===== src/rtl/regfile_wb_arbiter.sv =====
// Register-file write-port sequencer: clears x1..xN-1 after reset, then round-robins ALU/LSU writebacks.
// Latency: 1 cycle from a valid&&ready transfer to we_o/rd_addr_o/rd_o.
// Backpressure: ready is low during the clear; afterwards one requester is granted per cycle, alternating on ties.
module regfile_wb_arbiter #(
  parameter int DATA_WIDTH    = 32,
  parameter int NUM_REGISTER  = 32,
  parameter int INIT_ON_RESET = 1,
  localparam int AW           = $clog2(NUM_REGISTER)
) (
  input  logic                  clk_i,
  input  logic                  rst_n_i,
  input  logic                  a_valid_i,
  output logic                  a_ready_o,
  input  logic [AW-1:0]         a_addr_i,
  input  logic [DATA_WIDTH-1:0] a_data_i,
  input  logic                  b_valid_i,
  output logic                  b_ready_o,
  input  logic [AW-1:0]         b_addr_i,
  input  logic [DATA_WIDTH-1:0] b_data_i,
  output logic                  we_o,
  output logic [AW-1:0]         rd_addr_o,
  output logic [DATA_WIDTH-1:0] rd_o,
  output logic                  init_done_o,
  output logic                  conflict_o
);

  typedef enum logic {S_INIT, S_ARB} state_t;

  localparam logic [AW-1:0] LAST_REG = AW'(NUM_REGISTER - 1);

  state_t        state;
  logic          last_b;    // 1 = B held the most recent grant
  logic [AW-1:0] init_cnt;
  logic          grant_a;
  logic          grant_b;

  always_comb begin
    grant_a = 1'b0;
    grant_b = 1'b0;
    if (state == S_ARB) begin
      grant_a = a_valid_i && (!b_valid_i || last_b);
      grant_b = b_valid_i && !grant_a;
    end
  end

  assign a_ready_o = grant_a;
  assign b_ready_o = grant_b;

  always_ff @(posedge clk_i or negedge rst_n_i) begin
    if (!rst_n_i) begin
      state       <= (INIT_ON_RESET != 0) ? S_INIT : S_ARB;
      last_b      <= 1'b1;
      init_cnt    <= AW'(1);
      we_o        <= 1'b0;
      rd_addr_o   <= '0;
      rd_o        <= '0;
      init_done_o <= 1'b0;
      conflict_o  <= 1'b0;
    end else if (state == S_INIT) begin
      we_o       <= 1'b1;
      rd_addr_o  <= init_cnt;
      rd_o       <= '0;
      conflict_o <= 1'b0;
      // Stop counting at the last register so the counter never wraps.
      if (init_cnt == LAST_REG) begin
        state       <= S_ARB;
        init_done_o <= 1'b1;
      end else begin
        init_cnt <= init_cnt + 1'b1;
      end
    end else begin
      init_done_o <= 1'b1;
      conflict_o  <= a_valid_i && b_valid_i;
      we_o        <= 1'b0;
      // x0 transfers are acknowledged but never reach the write port.
      if (grant_a) begin
        last_b <= 1'b0;
        if (a_addr_i != '0) begin
          we_o      <= 1'b1;
          rd_addr_o <= a_addr_i;
          rd_o      <= a_data_i;
        end
      end else if (grant_b) begin
        last_b <= 1'b1;
        if (b_addr_i != '0) begin
          we_o      <= 1'b1;
          rd_addr_o <= b_addr_i;
          rd_o      <= b_data_i;
        end
      end
    end
  end

endmodule


===== config.mk =====
export PLATFORM = sky130hd
export DESIGN_NAME = regfile_wb_arbiter
export DESIGN_NICKNAME = d
export VERILOG_FILES = /design/src/rtl/regfile_wb_arbiter.sv
export SDC_FILE = /design/constraint.sdc
export NUM_CORES = 1
export LEC_CHECK = 0
export ABC_AREA = 1
export CORE_MARGIN = 1.5
export CORE_UTILIZATION = 38
export DETAILED_ROUTE_END_ITERATION = 10
export PLACE_DENSITY_LB_ADDON = 0.08
export SYNTH_ARGS = -nofsm -noshare
export SYNTH_HDL_FRONTEND = slang
export SYNTH_SLANG_ARGS = --single-unit

===== constraint.sdc =====
create_clock -name clk_i -period 1.8 [get_ports clk_i]
set_input_delay 0.27 -clock clk_i [delete_from_list [all_inputs] [get_ports clk_i]]
set_output_delay 0.27 -clock clk_i [all_outputs]
set_load 0.01 [all_outputs]

Word-level counts from Yosys, hierarchy flattened
Index checks and enable logic that the tools add are counted.
Storage, ports and cells
  register bits after elaboration: 47
  input port bits: 78
Cells by class
  $add $sub $neg: 1
  eq/ne operators: 4
  multiplexer cells: 24
  bitwise operators: 2
  reduce and logical (&&, ||, !) cells: 13
Operators with widths (number)
  32-bit 2-to-1 mux: 5
  5-bit 2-to-1 mux: 5
  1-bit 2-to-1 mux: 14
  5-bit nonzero test: 2
  3-bit by 2-bit != test with 1-bit output (second input constant): 2
  5-bit by 1-bit adder with 5-bit output (second input constant): 1
  5-bit equality test (second input constant): 1
  2-bit AND reduction: 2
  2-bit nonzero test: 2
  1-bit logical AND: 3
  3-bit != test (second input constant): 1
  3-bit AND reduction: 1
  1-bit zero test: 2
  1-bit NOT: 2
  1-bit logical OR: 1

Depth between registers and ports, before layout
  depth in word-level cells: 9
  mapped depth: 10
  mapped depth without buffers: 8

Worst setup path after synthesis
OpenSTA, ideal clock, no wires.
  kind: register to register
  from: register init_cnt[1]
  to: register init_done_o
  arrival: 1541 ps
  required time: 1673 ps
  path slack: 131 ps
  stages on the path, launching flop included: 7
  clock period less this slack: 1669 ps
  cell sequence: dfrtp_1 -> ha_1 -> and3_1 -> ha_1 -> nor2_1 -> inv_1 -> or2_2
On the way
  longest elaborated chain between the ends: 2
Ends and longest elaborated chain
  start: declaration: RTL line 33  | logic [AW-1:0] init_cnt;
  start signal: assignment: RTL line 69  | init_cnt <= init_cnt + 1'b1;
  5-bit equality test: RTL line 65  | if (init_cnt == LAST_REG) begin
  2-bit nonzero test (no line)
  end signal: assignment: RTL line 57  | init_done_o <= 1'b0;
  end signal: assignment: RTL line 67  | init_done_o <= 1'b1;
  end signal: assignment: RTL line 72  | init_done_o <= 1'b1;
  end: declaration: RTL line 23  | output logic init_done_o,
No other way between the ends.
A chain may end at the register's enable or synchronous reset.

Worst setup path after layout
  from: register last_b
  to: output a_ready_o
On the way
  longest elaborated chain between the ends: 3
Ends and longest elaborated chain
  start: declaration: RTL line 32  | logic last_b;
  start signal: assignment: RTL line 52  | last_b <= 1'b1;
  start signal: assignment: RTL line 77  | last_b <= 1'b0;
  start signal: assignment: RTL line 84  | last_b <= 1'b1;
  1-bit logical OR: RTL line 41  | grant_a = a_valid_i && (!b_valid_i || last_b);
  1-bit logical AND: RTL line 41
  1-bit 2-to-1 mux: RTL line 40  | if (state == S_ARB) begin
  end: declaration: RTL line 13  | output logic a_ready_o,
No other way between the ends.

==> impl_metrics.env <==
export IMPL_result_of_the_run="completed"
export IMPL_slew_headroom=0.736
export IMPL_peakVddDrop_mv=0.383
export IMPL_min_period_ps=1730
export IMPL_antennaDiodeCount=0
export IMPL_fin_ws_ps=71.3
export IMPL_worst_hold_path_type="in2async"
export IMPL_globalRouteMet2Util=0.359
export IMPL_clk_pin_slew_worst_paths_ps=90
export IMPL_syn_inst=349
export IMPL_layout_area_seq_mm2=0.00118
export IMPL_timing_final_max_slew_violations=0
export IMPL_grt_usage=0.219
export IMPL_routed_wire_length_per_instance_um=14.6
export IMPL_synth_seq_cells=47
export IMPL_die_h_um=86.0
export IMPL_worstSetupEndpointType="output pin"
export IMPL_fp_dieW_um=86.0
export IMPL_finalCoreUtilization=0.591
export IMPL_synth_cell_types=21
export IMPL_most_common_cell_after_layout_fill_and_taps_aside="nand2_1"
export IMPL_critical_path_peak_fanout=3
export IMPL_numCtsBuffers=5
export IMPL_grtUsageMet3=0.0433
export IMPL_drive_gt1_frac=0.0774
export IMPL_n_fill_cell=649
export IMPL_worst_endpoint_required_ps=1530
export IMPL_ys_warnings_count=0
export IMPL_ff2ff_setup_slack_ps=150
export IMPL_rsz0062_at_grt="false"
export IMPL_via_count_of_the_first_global_routing_pass=2610
export IMPL_power_leakage_nw=1.89
export IMPL_grt_pass1_wl_um=12900
export IMPL_clockRootBuffer="clkbuf_8"
export IMPL_dp_hpwl_um=5550
export IMPL_globalRoute_busiestLayer="met2"
export IMPL_asyncSetResetFlopFracSynth=1.00
export IMPL_ioPinCount=120
export IMPL_via_per_inst=5.09
export IMPL_category_of_the_worst_setup_path_launch_point="flip-flop"
export IMPL_synth_avg_cell_area_um2=7.50
export IMPL_number_of_placement_rows=30
export IMPL_mappedNetlistArea_mm2=0.00262
export IMPL_clockBufferDepth=2
export IMPL_antenna_violating_nets_post_route=0
export IMPL_final_setup_tns_ps=0
export IMPL_ys_seq_area_frac=0.451
export IMPL_global_route_track_usage_on_met1=0.302
export IMPL_length_of_the_first_detailed_routing_pass_in_iterations=4
export IMPL_portBuffers=119
export IMPL_layout_common_cells="nand2_1, clkdlybuf4s50_1, nand3_1"
export IMPL_iteration_0_drc_count_of_the_detailed_router=212
export IMPL_fin_nets=544
export IMPL_areaGrowthSynthToFinish_pct=51.7
export IMPL_gp_routability_congestion=0.745
export IMPL_synth_enable_flop_cells=0
export IMPL_dieArea_mm2=0.00739
export IMPL_instances_no_fill=545
export IMPL_maxCapViolations=0
export IMPL_setup_viol_count_final=0
export IMPL_clock_tree_htree_level_count=2
export IMPL_pre_cts_ws_ps=-55.3
export IMPL_timing_worst_setup_path_type="reg2out"
export IMPL_power_density_mw_per_mm2=692
export IMPL_post_route_drc_count=0
export IMPL_finalHoldViolations=0
export IMPL_cts_tree="done"
export IMPL_worstSkewPairLatency_ps=300
export IMPL_multiInputGateArea_mm2=0.00124
export IMPL_post_place_cells=534
export IMPL_max_clock_freq_mhz=578
export IMPL_final_period_utilization=0.960
export IMPL_fin_skew_ps=8.11
export IMPL_grt_overflow_total=0
export IMPL_initial_utilization=0.389
export IMPL_pin_count_of_the_biggest_net_entering_global_routing=39
export IMPL_transition_time_at_the_pin_with_the_least_slew_margin_ps=397
export IMPL_dr_total_vias=2775
export IMPL_tritoncts_num_sinks=47
export IMPL_timing_critical_path_arrival_ps=1460
export IMPL_initial_antenna_violation_count=0
export IMPL_synthesis_nets=429
export IMPL_core_area_mm2=0.00672
export IMPL_postSynth_topFlopCell="dfrtp_1"
export IMPL_routed_wirelength_um=7960
[logic make-up after synthesis]
group           after synthesis  share of synthesized area
compound gates                2                    0.00382
xor+xnor                      3                     0.0100
flops                        47                      0.451
fa+ha+maj                     2                    0.00956
simple gates                257                      0.447
buf+inv                      38                     0.0789
[synth_stat cells, types with 2 or more instances]
cell / n / share of area
nand2_1: 127 / 0.18
nand3_1: 79 / 0.15
dfrtp_1: 45 / 0.43
nand4_1: 38 / 0.091
buf_2: 18 / 0.034
nor2_1: 9 / 0.013
buf_4: 7 / 0.020
clkbuf_1: 5 / 0.0072
inv_1: 5 / 0.0072
buf_6: 2 / 0.0086
dfstp_2: 2 / 0.020
ha_1: 2 / 0.0096
xnor2_1: 2 / 0.0067
[through the flow]
step	hold slack, ps	instance area (um^2)	power (mW)
global route	495	3970	2.91
detailed placement	278	3850	2.14
floorplan	-25.6	2620	1.62
CTS	477	3970	2.79
global placement	273	3850	2.13
finish	470	3970	2.75
[repair_timing]
item,in CTS,in global routing
setup buffers,2,0
pin swaps,0,0
gates resized for setup,3,1
gates cloned,0,0
endpoints found under the hold margin,45,0
setup endpoints to repair,2,2
hold buffers,1,0
[registers in the layout, summed over array words and instances, names as in the netlist]
signal       count
rd_addr_o        5
conflict_o       1
init_done_o      1
we_o             1
rd_o            32
state            1
last_b           1
init_cnt         5
[power breakdown]
| group | internal [mW] | switching (mW) |
|---|---|---|
| logic | 0.485 | 0.388 |
| registers | 1.18 | 0.0633 |
| clock network | 0.272 | 0.360 |
[final timing paths]
path	endpoint	start	depth (start not counted)
min in group clk_i	rd_o[7]$_DFFE_PN0P_	rd_o[7]$_DFFE_PN0P_	2
hold reg to reg	rd_o[7]$_DFFE_PN0P_	rd_o[7]$_DFFE_PN0P_	2
setup reg to reg	init_done_o$_DFFE_PN0N_	init_cnt[1]$_DFFE_PN0P_	6
hold / removal	we_o$_DFF_PN0_	rst_n_i	3
setup / recovery	a_ready_o	last_b$_DFFE_PN1P_	5
max in group asynchronous	rd_o[6]$_DFFE_PN0P_	rst_n_i	3
[layout make-up]
class                      count  share of cell area
clock buffer                   6              0.0183
clock inverter                 2             0.00315
inverter                       6             0.00567
multi-input combinational    264               0.312
sequential                    47               0.297
tap                           80              0.0252
timing repair buffer         140               0.339
[critical path: stages, from the launching register on]
cell	delay (ps)
dfstp_2	520
inv_1	70
nand2_1	100
nand2_1	90
nor2_2	100
dlygate4sd2_1	270
[per-layer routing]
layer | share of wire | routed length [um]
met4 | 0.0094 | 75
met3 | 0.053 | 425
met5 | 0 | 0
met2 | 0.47 | 3770
met1 | 0.46 | 3690
No activity file was read; power rests on OpenSTA's default activity.
